**src/rtl/act_pkg.sv**
```systemverilog
// Shared definitions for the logic-module bank: mode encoding and chain sizing.
package act_pkg;

   // Per-channel operating mode, held in the top two config bits of each channel
   typedef enum logic [1:0] {
      MODE_COMB   = 2'b00,
      MODE_DFF    = 2'b01,
      MODE_TFF    = 2'b10,
      MODE_STICKY = 2'b11
   } act_mode_e;

   // Config bits per channel: truth table of 2**sel_w entries plus 2 mode bits
   function automatic int act_w_ch(input int sel_w);
      return (32'd1 << sel_w) + 32'd2;
   endfunction

   // Total configuration chain length for a bank of ch channels
   function automatic int act_cfg_len(input int ch, input int sel_w);
      return ch * act_w_ch(sel_w);
   endfunction

endpackage

```
**src/rtl/act_lm_cell.sv**
```systemverilog
// One logic-module channel: select gates, truth-table mux and mode-dependent flop.
module act_lm_cell
   import act_pkg::*;
#(
   parameter int SEL_W = 2
) (
   input  logic                      clk,
   input  logic                      clr,
   input  logic                      en,
   input  logic [SEL_W-1:0]          a,
   input  logic [SEL_W-1:0]          b,
   input  logic [(1 << SEL_W)-1:0]   tbl,
   input  logic [1:0]                mode,
   output logic                      out
);
   logic [SEL_W-1:0] sel_s;
   logic             m_s;
   logic             state_d;
   logic             state_q;
   act_mode_e        mode_s;

   assign mode_s = act_mode_e'(mode);

   // Select gates (AND on even bits, OR on odd bits) feeding the truth-table mux
   always_comb begin
      sel_s = '0;
      for (int k = 0; k < SEL_W; k++) begin
         if (k[0] == 1'b0) begin
            sel_s[k] = a[k] & b[k];
         end else begin
            sel_s[k] = a[k] | b[k];
         end
      end
      m_s = tbl[sel_s];
   end

   // Next flop state; held at zero whenever the bank is not running
   always_comb begin
      state_d = 1'b0;
      if (!en) begin
         state_d = 1'b0;
      end else begin
         case (mode_s)
            MODE_COMB:   state_d = 1'b0;
            MODE_DFF:    state_d = m_s;
            MODE_TFF:    state_d = state_q ^ m_s;
            MODE_STICKY: state_d = state_q | m_s;
            default:     state_d = 1'b0;
         endcase
      end
   end

   // Channel state flop with synchronous active-low clear
   always_ff @(posedge clk) begin
      if (!clr) begin
         state_q <= 1'b0;
      end else begin
         state_q <= state_d;
      end
   end

   // Output select: mux result directly in COMB mode, flop otherwise, forced low when idle
   always_comb begin
      out = 1'b0;
      if (!en) begin
         out = 1'b0;
      end else if (mode_s == MODE_COMB) begin
         out = m_s;
      end else begin
         out = state_q;
      end
   end

endmodule

```
**src/rtl/act_lm_bank.sv**
```systemverilog
// Bank of CH logic-module channels sharing one serial configuration chain.
module act_lm_bank
   import act_pkg::*;
#(
   parameter int CH    = 4,
   parameter int SEL_W = 2
) (
   input  logic                 clk,
   input  logic                 clr,
   input  logic [CH*SEL_W-1:0]  a,
   input  logic [CH*SEL_W-1:0]  b,
   input  logic                 cfg_en,
   input  logic                 cfg_in,
   output logic                 cfg_out,
   output logic                 cfg_valid,
   output logic [CH-1:0]        out
);
   localparam int TW      = 1 << SEL_W;
   localparam int W_CH    = act_w_ch(SEL_W);
   localparam int CFG_LEN = act_cfg_len(CH, SEL_W);
   localparam int CNT_W   = $clog2(CFG_LEN + 1);
   localparam logic [CNT_W-1:0] CNT_MAX = CNT_W'(CFG_LEN);
   localparam logic [CNT_W-1:0] CNT_ONE = CNT_W'(32'd1);

   logic [CFG_LEN-1:0] chain_d, chain_q;
   logic [CNT_W-1:0]   count_d, count_q;
   logic               valid_d, valid_q;
   logic               prev_en_d, prev_en_q;
   logic               run_s;

   // Chain shift and load counter; a new shift burst restarts the count at one
   always_comb begin
      chain_d   = chain_q;
      count_d   = count_q;
      prev_en_d = cfg_en;
      if (cfg_en) begin
         chain_d = {chain_q[CFG_LEN-2:0], cfg_in};
         if (!prev_en_q) begin
            count_d = CNT_ONE;
         end else if (count_q < CNT_MAX) begin
            count_d = count_q + CNT_ONE;
         end else begin
            count_d = count_q;
         end
      end else begin
         chain_d = chain_q;
         count_d = count_q;
      end
      valid_d = (count_d == CNT_MAX);
   end

   // Configuration state registers with synchronous active-low clear
   always_ff @(posedge clk) begin
      if (!clr) begin
         chain_q   <= '0;
         count_q   <= '0;
         valid_q   <= 1'b0;
         prev_en_q <= 1'b0;
      end else begin
         chain_q   <= chain_d;
         count_q   <= count_d;
         valid_q   <= valid_d;
         prev_en_q <= prev_en_d;
      end
   end

   // Channels only run with a complete configuration and no shift in progress
   assign run_s     = valid_q & ~cfg_en;
   assign cfg_out   = chain_q[CFG_LEN-1];
   assign cfg_valid = valid_q;

   for (genvar c = 0; c < CH; c++) begin : g_cell
      act_lm_cell #(.SEL_W(SEL_W)) u_cell (
         .clk  (clk),
         .clr  (clr),
         .en   (run_s),
         .a    (a[c*SEL_W +: SEL_W]),
         .b    (b[c*SEL_W +: SEL_W]),
         .tbl  (chain_q[c*W_CH +: TW]),
         .mode (chain_q[c*W_CH+TW +: 2]),
         .out  (out[c])
      );
   end

endmodule

```
**config.mk**
```make
export PLATFORM = sky130hd
export DESIGN_NAME = act_lm_bank
export DESIGN_NICKNAME = d
export VERILOG_FILES = /design/src/rtl/act_pkg.sv /design/src/rtl/act_lm_cell.sv /design/src/rtl/act_lm_bank.sv
export SDC_FILE = /design/constraint.sdc
export NUM_CORES = 1
export LEC_CHECK = 0
export ABC_AREA = 1
export CAP_MARGIN = 5
export CORE_ASPECT_RATIO = 0.7
export CORE_UTILIZATION = 50
export CTS_CLUSTER_DIAMETER = 150
export DETAILED_ROUTE_END_ITERATION = 7
export PLACE_DENSITY = 0.86
export SYNTH_ARGS = -nofsm -noshare
export SYNTH_HDL_FRONTEND = slang
export SYNTH_SLANG_ARGS = --single-unit
```
**constraint.sdc**
```tcl
create_clock -name clk -period 3.7 [get_ports clk]
set_input_delay 0.74 -clock clk [delete_from_list [all_inputs] [get_ports clk]]
set_output_delay 0.74 -clock clk [all_outputs]
set_load 0.02 [all_outputs]
```
==> results of run 1 <==
[through the flow]
step | hold WS, ns | cell area, um^2
floorplan | 0.440 | 1730
global placement | 0.461 | 1970
detailed placement | 0.463 | 1970
CTS | 0.470 | 2070
global route | 0.487 | 2070
finish | 0.468 | 2070
[cell usage in the layout (no fill, tap or decap), drive strengths merged]
cell type | synthesis | routed
nand2 | 44 | 44
inv | 43 | 43
a21oi | 37 | 37
dfxtp | 35 | 35
o21ai | 30 | 30
clkdlybuf4s50 | 0 | 25
nor2 | 18 | 18
nand3 | 8 | 8
clkbuf | 4 | 8
ha | 5 | 5
or2 | 4 | 4
o211ai | 4 | 4
nand3b | 2 | 2
buf | 9 | 2
o21bai | 1 | 1
xnor2 | 1 | 1
[flip-flops by register name, indices dropped and copies added, names as in the netlist]
name                   count
chain_q                   24
count_q                    5
g_cell.u_cell.state_q      4
cfg_valid                  1
prev_en_q                  1
[worst paths after layout]
check,start,end,slack [ns],cells past startpoint
max reg2reg,chain_q[8]$_SDFFE_PN0P_,g_cell[1].u_cell.state_q$_SDFF_PN0_,2.30,8
min reg2reg,chain_q[15]$_SDFFE_PN0P_,chain_q[16]$_SDFFE_PN0P_,0.47,2
min,chain_q[15]$_SDFFE_PN0P_,chain_q[16]$_SDFFE_PN0P_,0.47,2
max,cfg_en,out[1],0.53,7
[cell type report]
type | instances | area, um^2 | share of cell area
inverter | 43 | 164 | 0.0792
multi-input combinational | 154 | 782 | 0.378
timing repair buffer | 27 | 265 | 0.128
clock buffer | 8 | 100 | 0.0483
tap | 47 | 58.8 | 0.0284
sequential | 35 | 701 | 0.338
[power by group through the flow]
stage / Clock, mW / Combinational [mW] / Sequential (mW)
after global routing: 0.325 / 0.123 / 0.411
after global placement: 0 / 0.103 / 0.416
after floorplan: 0 / 0.0726 / 0.414
after detailed placement: 0 / 0.108 / 0.417
final: 0.301 / 0.108 / 0.409
after CTS: 0.307 / 0.109 / 0.408
[worst max-delay path: stages]
cell and delay (ns):
clkdlybuf4s50_1 0.47, inv_4 0.16, nand2_1 0.17, a21oi_1 0.16, o21ai_0 0.10, inv_1 0.06
clkdlybuf4s50_1 0.59
[cell families after synthesis]
| family | after synthesis | synth area share |
|---|---|---|
| adders and majority gates | 5 | 0.0362 |
| AOI/OAI and AO/OA | 72 | 0.216 |
| DFF | 35 | 0.405 |
| xor gates and xnor gates | 1 | 0.00507 |
| and+or+nand+nor | 76 | 0.195 |
| buffers and inverters | 56 | 0.143 |
[per-layer routing]
layer  routed length, um  vias to the layer above  global-route usage
met1                1620                      670               0.244
met2                1440                       34               0.321
met5                   0                        -                   0
met3                 194                        8              0.0533
li1                    -                      823                   -
met4                  68                        0              0.0980
==> key figures, run 1 <==
Power
  • Switch share: 0.248
  • Leakage: just over 0.9 nW
  • Overall Power: between 800 and 900 uW
  • Worst vdd ir: 244 uV
  • Part of the power in the clock network: 0.368
  • Sequential share of power: 0.499
  • P per Cell Area: 395 nW/um^2
  • P_int: approximately 620 uW
  • Sw power: 203 uW
  • Combinational power share: 0.132

Floorplan
  • Core box area: approximately 3200 um^2
  • Initial core utilization: 0.538
  • Ports: 26
  • Chip Width: about 72 um
  • Chip Height: 51.2 um
  • FP Rows: 17
  • Die area: around 3700 um^2

CTS
  • Clock slew at reported path FFs: approximately 0.070 ns
  • CTS sink count: 35
  • Total CTS buffers: 5
  • Number of setup buffers added after CTS: 0
  • Worst-skew pair later-pin latency: slightly below 0.3 ns
  • Post-cts resize count: 0
  • H-tree lvl count: 2
  • CTS Root Cell: clkbuf_8
  • CTS tree: yes
  • Clock buffer depth: 2
  • Hold bufs inserted after CTS: 0

STA
  • Worst Slack Setup Final: 0.525 ns
  • Slew Limit Headroom: 0.736
  • Final setup viols: 0
  • Worst slew pin tran: a little under 0.4 ns
  • Setup tns final: 0 ns
  • Max Clock Skew: between 0.007 and 0.008 ns
  • RSZ-0062 raised after global routing: false
  • Fin. Hold Viols: 0
  • Fmax: roughly 0.31 GHz
  • Final Cycle Share: 0.858
  • Fin. max-slew vios: 0
  • Fin crit period: 3.17 ns

Final layout
  • Fillers: 287
  • Final non-filler cell total: 314
  • Area Growth Syn to Fin: 19.8%
  • Layout cell share with drive strength beyond 1: 0.0787
  • Util after Layout: 0.645
  • Final net count: 291
  • N_diodes: 0

Critical path
  • Required time of the critical path: slightly below 3 ns
  • Critical Path Sink Type: primary output
  • CP startpoint kind: input pin
  • CP Data Arrival Time: about 2.4 ns
  • Maximum fanout along the worst path: 12
  • CP Class: input pin to primary output

Synth
  • Syn. warnings: 0
  • Commonest cells in the netlist: inv_1 (41), nand2_1 (40), a21oi_1 (37)
  • Most numerous cell in the Yosys netlist: inv_1
  • Yosys cell types: 25
  • Cell taking the most area after synthesis: dfxtp_1
  • Dominant synthesized flop cell: dfxtp_1
  • Cell count after synthesis: ~250
  • Yosys top cell area share: 0.405
  • Syn Std Cell Area: 1730 um^2
  • Post-synthesis sequential area ratio: 0.405
  • Post-Syn Nets: 270
  • EDFF count, synth: 0
  • Avg Cell Area, Syn: 7.06 um^2
  • #FFs+latches synth: 35
  • Ys async rst share: 0
  • Synth area leaders: dfxtp_1 (41%), a21oi_1 (11%), inv_1 (8.9%), nand2_1 (8.7%), o21ai_0 (8.7%)

GRT
  • Total grt overflow: 0
  • Number of global-route vias before repair: 1342
  • Gr usage total: 0.198
  • Antenna violations before repair: 0
  • Global-route wire length before repair: around 5500 um
  • Pin count of the biggest net entering global routing: 45

Place
  • Pre-CTS setup slack: 0.534 ns
  • DP HPWL: 2430 um
  • # placed instances: between 300 and 400
  • Gpl congestion: around 0.76
  • Buffers on Ports: 25

Min path
  • HP Class: register to register

Detailed routing
  • Via count: between 1500 and 2000
  • Total Routed Length: between 3000 and 4000 um
  • Via/cell ratio: around 4.9
  • First-pass DRT Iterations: 4
  • WL per Instance: approximately 11 um
  • DRC viols: 0
  • Antenna-violating nets left: 0
  • DRT iter0 DRCs: 121

Flow run
  • Max Cap Violations: 0

Outcome
  • Run status: finished clean
Power figures use the tool's default switching activity.
==> run 2: changes to the inputs <==
--- a/config.mk
+++ b/config.mk
@@ -5,13 +5,14 @@
 export SDC_FILE = /design/constraint.sdc
 export NUM_CORES = 1
 export LEC_CHECK = 0
-export ABC_AREA = 1
+export ABC_AREA = 0
 export CAP_MARGIN = 5
 export CORE_ASPECT_RATIO = 0.7
-export CORE_UTILIZATION = 50
+export CORE_UTILIZATION = 40
 export CTS_CLUSTER_DIAMETER = 150
 export DETAILED_ROUTE_END_ITERATION = 7
-export PLACE_DENSITY = 0.86
+export DONT_BUFFER_PORTS = 1
+export PLACE_DENSITY = 0.65
 export SYNTH_ARGS = -nofsm -noshare
 export SYNTH_HDL_FRONTEND = slang
 export SYNTH_SLANG_ARGS = --single-unit
==> key figures, run 2 <==
Outcome
  • Run status: finished clean (unchanged)

Flow run
  • Max Cap Violations: 0 (unchanged)

Floorplan
  • Core box area: 4040 um^2 (was 3210 um^2)
  • FP Rows: 19 (was 17)
  • Die area: 4600 um^2 (was 3700 um^2)
  • Chip Height: 57.1 um (was 51.2 um)
  • Chip Width: 80.6 um (was 72.3 um)
  • Ports: 26 (unchanged)
  • Initial core utilization: 0.428 (was 0.538)

GRT
  • Pin count of the biggest net entering global routing: 32 (was 45)
  • Number of global-route vias before repair: 1199 (was 1342)
  • Total grt overflow: 0 (unchanged)
  • Global-route wire length before repair: 5680 um (was 5470 um)
  • Gr usage total: 0.169 (was 0.198)
  • Antenna violations before repair: 0 (unchanged)

Final layout
  • Most flops, register: chain_q (unchanged)
  • Fillers: 395 (was 287)
  • Most common cell after layout, fill and taps aside: dfxtp_1 (was inv_1)
  • Final net count: 202 (was 291)
  • Util after Layout: 0.449 (was 0.645)
  • Layout cell share with drive strength beyond 1: 0.0674 (was 0.0787)
  • Biggest regs: chain_q x24, count_q x5, g_cell.u_cell.state_q x4 (unchanged)
  • Most frequent cells in the layout: dfxtp_1 (35), mux2i_1 (28), nor2b_1 (27) (was inv_1 (41), nand2_1 (40), a21oi_1 (37))
  • Area Growth Syn to Fin: 4.84% (was 19.8%)
  • N_diodes: 0 (unchanged)
  • Max reg flops: 24 (unchanged)

Detailed routing
  • Via/cell ratio: 5.30 (was 4.89)
  • First-pass DRT Iterations: 4 (unchanged)
  • Met2 routed WL: 1620 um (was 1440 um)
  • Wl on met1: 1520 um (was 1620 um)
  • DRT iter0 DRCs: 108 (was 121)
  • Antenna-violating nets left: 0 (unchanged)
  • WL per Instance: 14.5 um (was 10.6 um)
  • WL met3: 133 um (was 194 um)
  • Highest routed layer: met4 (unchanged)
  • DRC viols: 0 (unchanged)
  • Via count: 1219 (was 1535)
  • Total Routed Length: 3350 um (was 3320 um)

Synth
  • Post-synthesis mux area share: 0.214 (was 0)
  • Post-Synth Simple-Gate Area: 0.203 (was 0.195)
  • Post-synthesis sequential area ratio: 0.405 (about the same)
  • Cell count after synthesis: 180 (was 245)
  • Commonest cells in the netlist: dfxtp_1 (35), mux2i_1 (28), nor2b_1 (27) (was inv_1 (41), nand2_1 (40), a21oi_1 (37))
  • Synth area leaders: dfxtp_1 (40%), mux2i_1 (16%), nor2b_1 (9.8%), mux4_2 (5.2%), ha_1 (3.6%) (was dfxtp_1 (41%), a21oi_1 (11%), inv_1 (8.9%), nand2_1 (8.7%), o21ai_0 (8.7%))
  • Post-Syn Nets: 205 (was 270)
  • Cell taking the most area after synthesis: dfxtp_1 (unchanged)
  • Most numerous cell in the Yosys netlist: dfxtp_1 (was inv_1)
  • Yosys top cell area share: 0.405 (about the same)
  • Dominant synthesized flop cell: dfxtp_1 (unchanged)
  • Syn. warnings: 0 (unchanged)
  • Ys async rst share: 0 (unchanged)
  • Xor/xnor share of the synthesized area: 0.00506 (was 0.00507)
  • Yosys cell types: 29 (was 25)
  • Avg Cell Area, Syn: 9.62 um^2 (was 7.06 um^2)
  • #FFs+latches synth: 35 (unchanged)
  • Syn Std Cell Area: 1730 um^2 (about the same)
  • EDFF count, synth: 0 (unchanged)
  • Post-synthesis adder-cell area fraction: 0.0361 (was 0.0362)
  • Synth Area in Compound Gates: 0.0730 (was 0.216)
  • Largest family of logic cells by synthesized area: multiplexers (was compound AO/OA/AOI/OAI gates)

STA
  • Final Cycle Share: 0.684 (was 0.858)
  • RSZ-0062 raised after global routing: false (unchanged)
  • Worst Slack Setup Final: 1.17 ns (was 0.525 ns)
  • Slew Limit Headroom: 0.640 (was 0.736)
  • Fmax: 0.395 GHz (was 0.315 GHz)
  • Final setup viols: 0 (unchanged)
  • Max Clock Skew: 0.00703 ns (was 0.00734 ns)
  • Setup tns final: 0 ns (unchanged)
  • Fin. Hold Viols: 0 (unchanged)
  • Fin crit period: 2.53 ns (was 3.17 ns)
  • Fin. max-slew vios: 0 (unchanged)
  • Worst slew pin tran: 0.542 ns (was 0.397 ns)

Critical path
  • RR Endpoint: g_cell[2].u_cell.state_q$_SDFF_PN0_ (was g_cell[1].u_cell.state_q$_SDFF_PN0_)
  • CP Class: input pin to primary output (unchanged)
  • Reg2reg start: chain_q[15]$_SDFFE_PN0P_ (was chain_q[8]$_SDFFE_PN0P_)
  • CP startpoint: b[3] (was cfg_en)
  • CP Data Arrival Time: 1.79 ns (was 2.43 ns)
  • Critical Path Sink Type: primary output (unchanged)
  • Reg2Reg Setup Slack: 2.16 ns (was 2.30 ns)
  • Required time of the critical path: 2.96 ns (about the same)
  • CP startpoint kind: input pin (unchanged)
  • Worst R2R Path Depth: 5 (was 8)
  • Maximum fanout along the worst path: 3 (was 12)

CTS
  • Hold bufs inserted after CTS: 0 (unchanged)
  • CTS sink count: 35 (unchanged)
  • Number of setup buffers added after CTS: 0 (unchanged)
  • CTS tree: yes (unchanged)
  • Clock slew at reported path FFs: 0.07 ns (about the same)
  • Clock buffer depth: 2 (unchanged)
  • Post-cts resize count: 0 (unchanged)
  • Total CTS buffers: 5 (unchanged)
  • H-tree lvl count: 2 (unchanged)
  • CTS Root Cell: clkbuf_8 (unchanged)
  • Worst-skew pair later-pin latency: 0.29 ns (about the same)

Power
  • P per Cell Area: 371 nW/um^2 (was 395 nW/um^2)
  • Worst vdd ir: 196 uV (was 244 uV)
  • Combinational power share: 0.039 (was 0.132)
  • Sw power: 144 uW (was 203 uW)
  • Leakage: 0.635 nW (was 0.911 nW)
  • Sequential share of power: 0.568 (was 0.499)
  • Overall Power: 674 uW (was 819 uW)
  • Part of the power in the clock network: 0.393 (was 0.368)
  • Switch share: 0.214 (was 0.248)
  • P_int: 529 uW (was 615 uW)

Place
  • DP HPWL: 2360 um (was 2430 um)
  • Pre-CTS setup slack: 1.17 ns (was 0.534 ns)
  • Gpl congestion: 0.716 (was 0.762)
  • Buffers on Ports: 0 (was 25)

Min path
  • Worst hold start: chain_q[11]$_SDFFE_PN0P_ (was chain_q[15]$_SDFFE_PN0P_)
  • Hold depth: 2 (unchanged)
  • HP Class: register to register (unchanged)
  • Sink of the worst hold path: g_cell[1].u_cell.state_q$_SDFF_PN0_ (was chain_q[16]$_SDFFE_PN0P_)
## run 2: cell types whose count changed in the layout (fill, tap and decap cells not counted), sizes merged, moves of 3 or more
cell           previous run  this run
nand3                     8         2
nand2                    44        14
clkdlybuf4s50            25         0
mux4                      0         4
nor2                     18         8
nor2b                     0        27
mux2i                     0        28
a21oi                    37         9
inv                      43        13
o211ai                    4         1
o21ai                    30         5
## run 2: area by class of cell
cell class / instances / area [um^2] / area share
Multi-Input combinational cell: 122 / 920 / 0.507
Clock inverter: 1 / 5.00 / 0.00276
Inverter: 13 / 48.8 / 0.0269
Sequential cell: 35 / 701 / 0.386
Clock buffer: 7 / 76.3 / 0.0420
Tap cell: 52 / 65.1 / 0.0358
## run 2: worst max-delay path by stage
stage | to | slack, ns | cells after the start
5_1_grt | out[0] | 1.09 | 4
3_3_place_gp | out[3] | 1.18 | 4
3_5_place_dp | out[3] | 1.17 | 4
4_1_cts | out[1] | 1.17 | 4
2_1_floorplan | out[3] | 1.28 | 5
6_report | out[1] | 1.17 | 4
## run 2: critical path, cell delays in order
cell	delay, ns
or2_1	0.23
mux4_2	0.36
nand2_1	0.05
a21oi_1	0.40
## run 2: logic make-up after synthesis
family | count (synthesis)
AO/OA/AOI/OAI | 20
XOR/XNOR | 1
multiplexers | 32
AND/OR/NAND/NOR | 64
buffers and inverters | 23
adder cells (fa/ha/maj) | 5
flip-flops | 35
## run 2: power by group through the flow
stage / Sequential (mW) / Combinational, mW / Clock, mW
6_report: 0.383 / 0.0260 / 0.265
5_1_grt: 0.383 / 0.0287 / 0.292
4_1_cts: 0.383 / 0.0263 / 0.274
3_5_place_dp: 0.391 / 0.0262 / 0
3_3_place_gp: 0.391 / 0.0248 / 0
2_1_floorplan: 0.390 / 0.0333 / 0
## run 2: layer usage
metal,vias up,GRT usage
met1,573,0.200
met2,38,0.275
met4,0,0.0969
met5,-,0
met3,9,0.0496
li1,599,-
## run 2: through the flow
| stage | instances | hold slack [ns] | cell area [um^2] |
|---|---|---|---|
| 2_1_floorplan | 180 | 0.473 | 1730 |
| 3_3_place_gp | 222 | 0.495 | 1730 |
| 3_5_place_dp | 222 | 0.518 | 1730 |
| 4_1_cts | 230 | 0.529 | 1820 |
| 5_1_grt | 230 | 0.566 | 1820 |
| 6_report | 230 | 0.530 | 1820 |
==> run 3: changes to the inputs <==
--- a/config.mk
+++ b/config.mk
@@ -12,7 +12,7 @@
 export CTS_CLUSTER_DIAMETER = 150
 export DETAILED_ROUTE_END_ITERATION = 7
 export DONT_BUFFER_PORTS = 1
-export PLACE_DENSITY = 0.65
+export PLACE_DENSITY = 0.67
 export SYNTH_ARGS = -nofsm -noshare
 export SYNTH_HDL_FRONTEND = slang
 export SYNTH_SLANG_ARGS = --single-unit
==> constraint.sdc (replaced) <==
create_clock -name clk -period 2.1 [get_ports clk]
set_input_delay 0.42 -clock clk [delete_from_list [all_inputs] [get_ports clk]]
set_output_delay 0.42 -clock clk [all_outputs]
set_load 0.02 [all_outputs]
==> key figures, run 3 (same netlist as run 2, synthesis figures left out) <==
CTS
  • H-tree lvl count: 2 (unchanged)
  • Clock buffer depth: 2 (unchanged)
  • Hold bufs inserted after CTS: 0 (unchanged)
  • Post-cts resize count: 0 (unchanged)
  • CTS tree: yes (unchanged)
  • Number of setup buffers added after CTS: 0 (unchanged)
  • Total CTS buffers: 5 (unchanged)
  • CTS sink count: 35 (unchanged)
  • CTS Root Cell: clkbuf_8 (unchanged)
  • Clock slew at reported path FFs: 0.07 ns (about the same)
  • Worst-skew pair later-pin latency: 0.28 ns (was 0.29 ns)

STA
  • Final Cycle Share: 0.881
  • Setup tns final: 0 ns (unchanged)
  • RSZ-0062 raised after global routing: false (unchanged)
  • Fin crit period: 1.85 ns
  • Max Clock Skew: 0.00511 ns (was 0.00703 ns)
  • Final setup viols: 0 (unchanged)
  • Worst slew pin tran: 0.499 ns (was 0.542 ns)
  • Fin. max-slew vios: 0 (unchanged)
  • Fmax: around 0.54 GHz
  • Fin. Hold Viols: 0 (unchanged)
  • Slew Limit Headroom: 0.668 (was 0.640)

Final layout
  • Area of the multi-input gates: 920 um^2 (unchanged)
  • Layout cell share with drive strength beyond 1: 0.0884 (was 0.0674)
  • FF+latch area: 701 um^2 (unchanged)
  • Final non-filler cell total: 233 (was 230)
  • Max reg flops: 24 (unchanged)
  • Area Growth Syn to Fin: 7.23% (was 4.84%)
  • N_diodes: 0 (unchanged)
  • Most flops, register: chain_q (unchanged)
  • Fillers: 389 (was 395)
  • Final net count: 205 (was 202)
  • Biggest regs: chain_q x24, count_q x5, g_cell.u_cell.state_q x4 (unchanged)
  • Most frequent cells in the layout: dfxtp_1 (35), mux2i_1 (28), nor2b_1 (27) (unchanged)
  • Most common cell after layout, fill and taps aside: dfxtp_1 (unchanged)

Floorplan
  • FP Rows: 19 (unchanged)
  • Initial core utilization: 0.428 (unchanged)
  • Core box area: 4040 um^2 (unchanged)
  • Chip Height: 57.1 um (unchanged)
  • Ports: 26 (unchanged)
  • Chip Width: 80.6 um (unchanged)
  • Die area: 4600 um^2 (unchanged)

Critical path
  • CP startpoint kind: register (was input pin)
  • Reg2reg start: chain_q[6]$_SDFFE_PN0P_ (was chain_q[15]$_SDFFE_PN0P_)
  • Critical Path Sink Type: primary output (unchanged)
  • Reg2Reg Setup Slack: 0.60 ns (was 2.16 ns)
  • Maximum fanout along the worst path: 3 (unchanged)
  • Worst R2R Path Depth: 7 (was 5)
  • CP Data Arrival Time: 1.43 ns (was 1.79 ns)
  • CP Class: register to primary output (was input pin to primary output)
  • Required time of the critical path: 1.68 ns (was 2.96 ns)
  • RR Endpoint: g_cell[1].u_cell.state_q$_SDFF_PN0_ (was g_cell[2].u_cell.state_q$_SDFF_PN0_)

Detailed routing
  • Total Routed Length: 3050 um (was 3350 um)
  • WL per Instance: 13.1 um (was 14.5 um)
  • Antenna-violating nets left: 0 (unchanged)
  • Via/cell ratio: 5.25 (was 5.30)
  • First-pass DRT Iterations: 4 (unchanged)
  • DRC viols: 0 (unchanged)
  • Via count: 1223 (was 1219)
  • DRT iter0 DRCs: 70 (was 108)

GRT
  • Pin count of the biggest net entering global routing: 32 (unchanged)
  • Global-route wire length before repair: 5220 um (was 5680 um)
  • Antenna violations before repair: 0 (unchanged)
  • Number of global-route vias before repair: 1212 (was 1199)
  • Gr usage total: 0.152 (was 0.169)
  • Total grt overflow: 0 (unchanged)

Outcome
  • Run status: finished clean (unchanged)

Place
  • Buffers on Ports: 0 (unchanged)
  • Gpl congestion: 0.801 (was 0.716)
  • # placed instances: 225 (was 222)
  • DP HPWL: 2180 um (was 2360 um)

Power
  • Sequential share of power: 0.540 (was 0.568)
  • Combinational power share: 0.036 (was 0.039)
  • Leakage: 0.661 nW (was 0.635 nW)
  • P per Cell Area: 673 nW/um^2 (was 371 nW/um^2)
  • Switch share: 0.200 (was 0.214)
  • P_int: 999 uW (was 529 uW)
  • Sw power: 250 uW (was 144 uW)
  • Worst vdd ir: 311 uV (was 196 uV)
  • Overall Power: 1.25 mW (was 674 uW)
  • Part of the power in the clock network: 0.424 (was 0.393)

Min path
  • Hold depth: 1 (was 2)
  • HP Class: input pin to register (was register to register)
  • Sink of the worst hold path: count_q[1]$_SDFF_PN0_ (was g_cell[1].u_cell.state_q$_SDFF_PN0_)
  • Worst hold start: clr (was chain_q[11]$_SDFFE_PN0P_)

Flow run
  • Max Cap Violations: 0 (unchanged)
==> run 3: cell count changes in the layout (fill, tap and decap cells not counted), sizes merged <==
cell	change
buf	+3
clkinv	-1
clkbuf	+1
==> run 3: how the worst max path moves through the flow <==
stage                                 start      to  slack, ns  cells past startpoint
finish              chain_q[6]$_SDFFE_PN0P_  out[1]       0.25                      4
detailed placement                     b[3]  out[1]       0.26                      5
global placement                       b[7]  out[3]       0.26                      5
floorplan                              b[7]  out[3]       0.32                      5
CTS                    cfg_valid$_SDFF_PN0_  out[2]       0.22                      2
global route           cfg_valid$_SDFF_PN0_  out[2]       0.16                      2
==> run 3: critical path: stages (launching register included) <==
cell     delay (ns)
dfxtp_1        0.33
mux4_2         0.51
nand2_1        0.09
a21oi_1        0.06
buf_4          0.16
==> run 3: cell type report <==
cell class,count,area share
clock buffers,8,0.0539
repair buffers,3,0.0121
multi-input cells,122,0.495
well taps,52,0.0350
inverters,13,0.0263
flip-flops and latches,35,0.377
==> run 3: per-stage QoR <==
step                       util  cell area, um^2  hold slack (ns)  worst slack, ns
final                     0.459             1860            0.269            0.250
after global routing      0.459             1860            0.248            0.156
after CTS                 0.459             1860            0.257            0.217
after detailed placement  0.435             1760            0.509            0.259
after global placement    0.435             1760            0.493            0.261
after floorplan               -             1730            0.473            0.323
==> run 3: layer usage <==
layer | GRT usage | routed length, um | vias up | part of all wire
li1 | - | - | 607 | -
met1 | 0.171 | 1480 | 577 | 0.49
met2 | 0.253 | 1370 | 33 | 0.45
met3 | 0.0624 | 148 | 6 | 0.049
met4 | 0.0689 | 47 | 0 | 0.015
met5 | 0 | 0 | - | 0
==> run 3: power groups by stage <==
| stage | combinational (mW) | clock, mW | sequential, mW |
|---|---|---|---|
| finish | 0.0453 | 0.530 | 0.674 |
| global route | 0.0489 | 0.584 | 0.674 |
| CTS | 0.0458 | 0.548 | 0.674 |
| detailed placement | 0.0457 | 0 | 0.689 |
| global placement | 0.0433 | 0 | 0.689 |
| floorplan | 0.0586 | 0 | 0.688 |
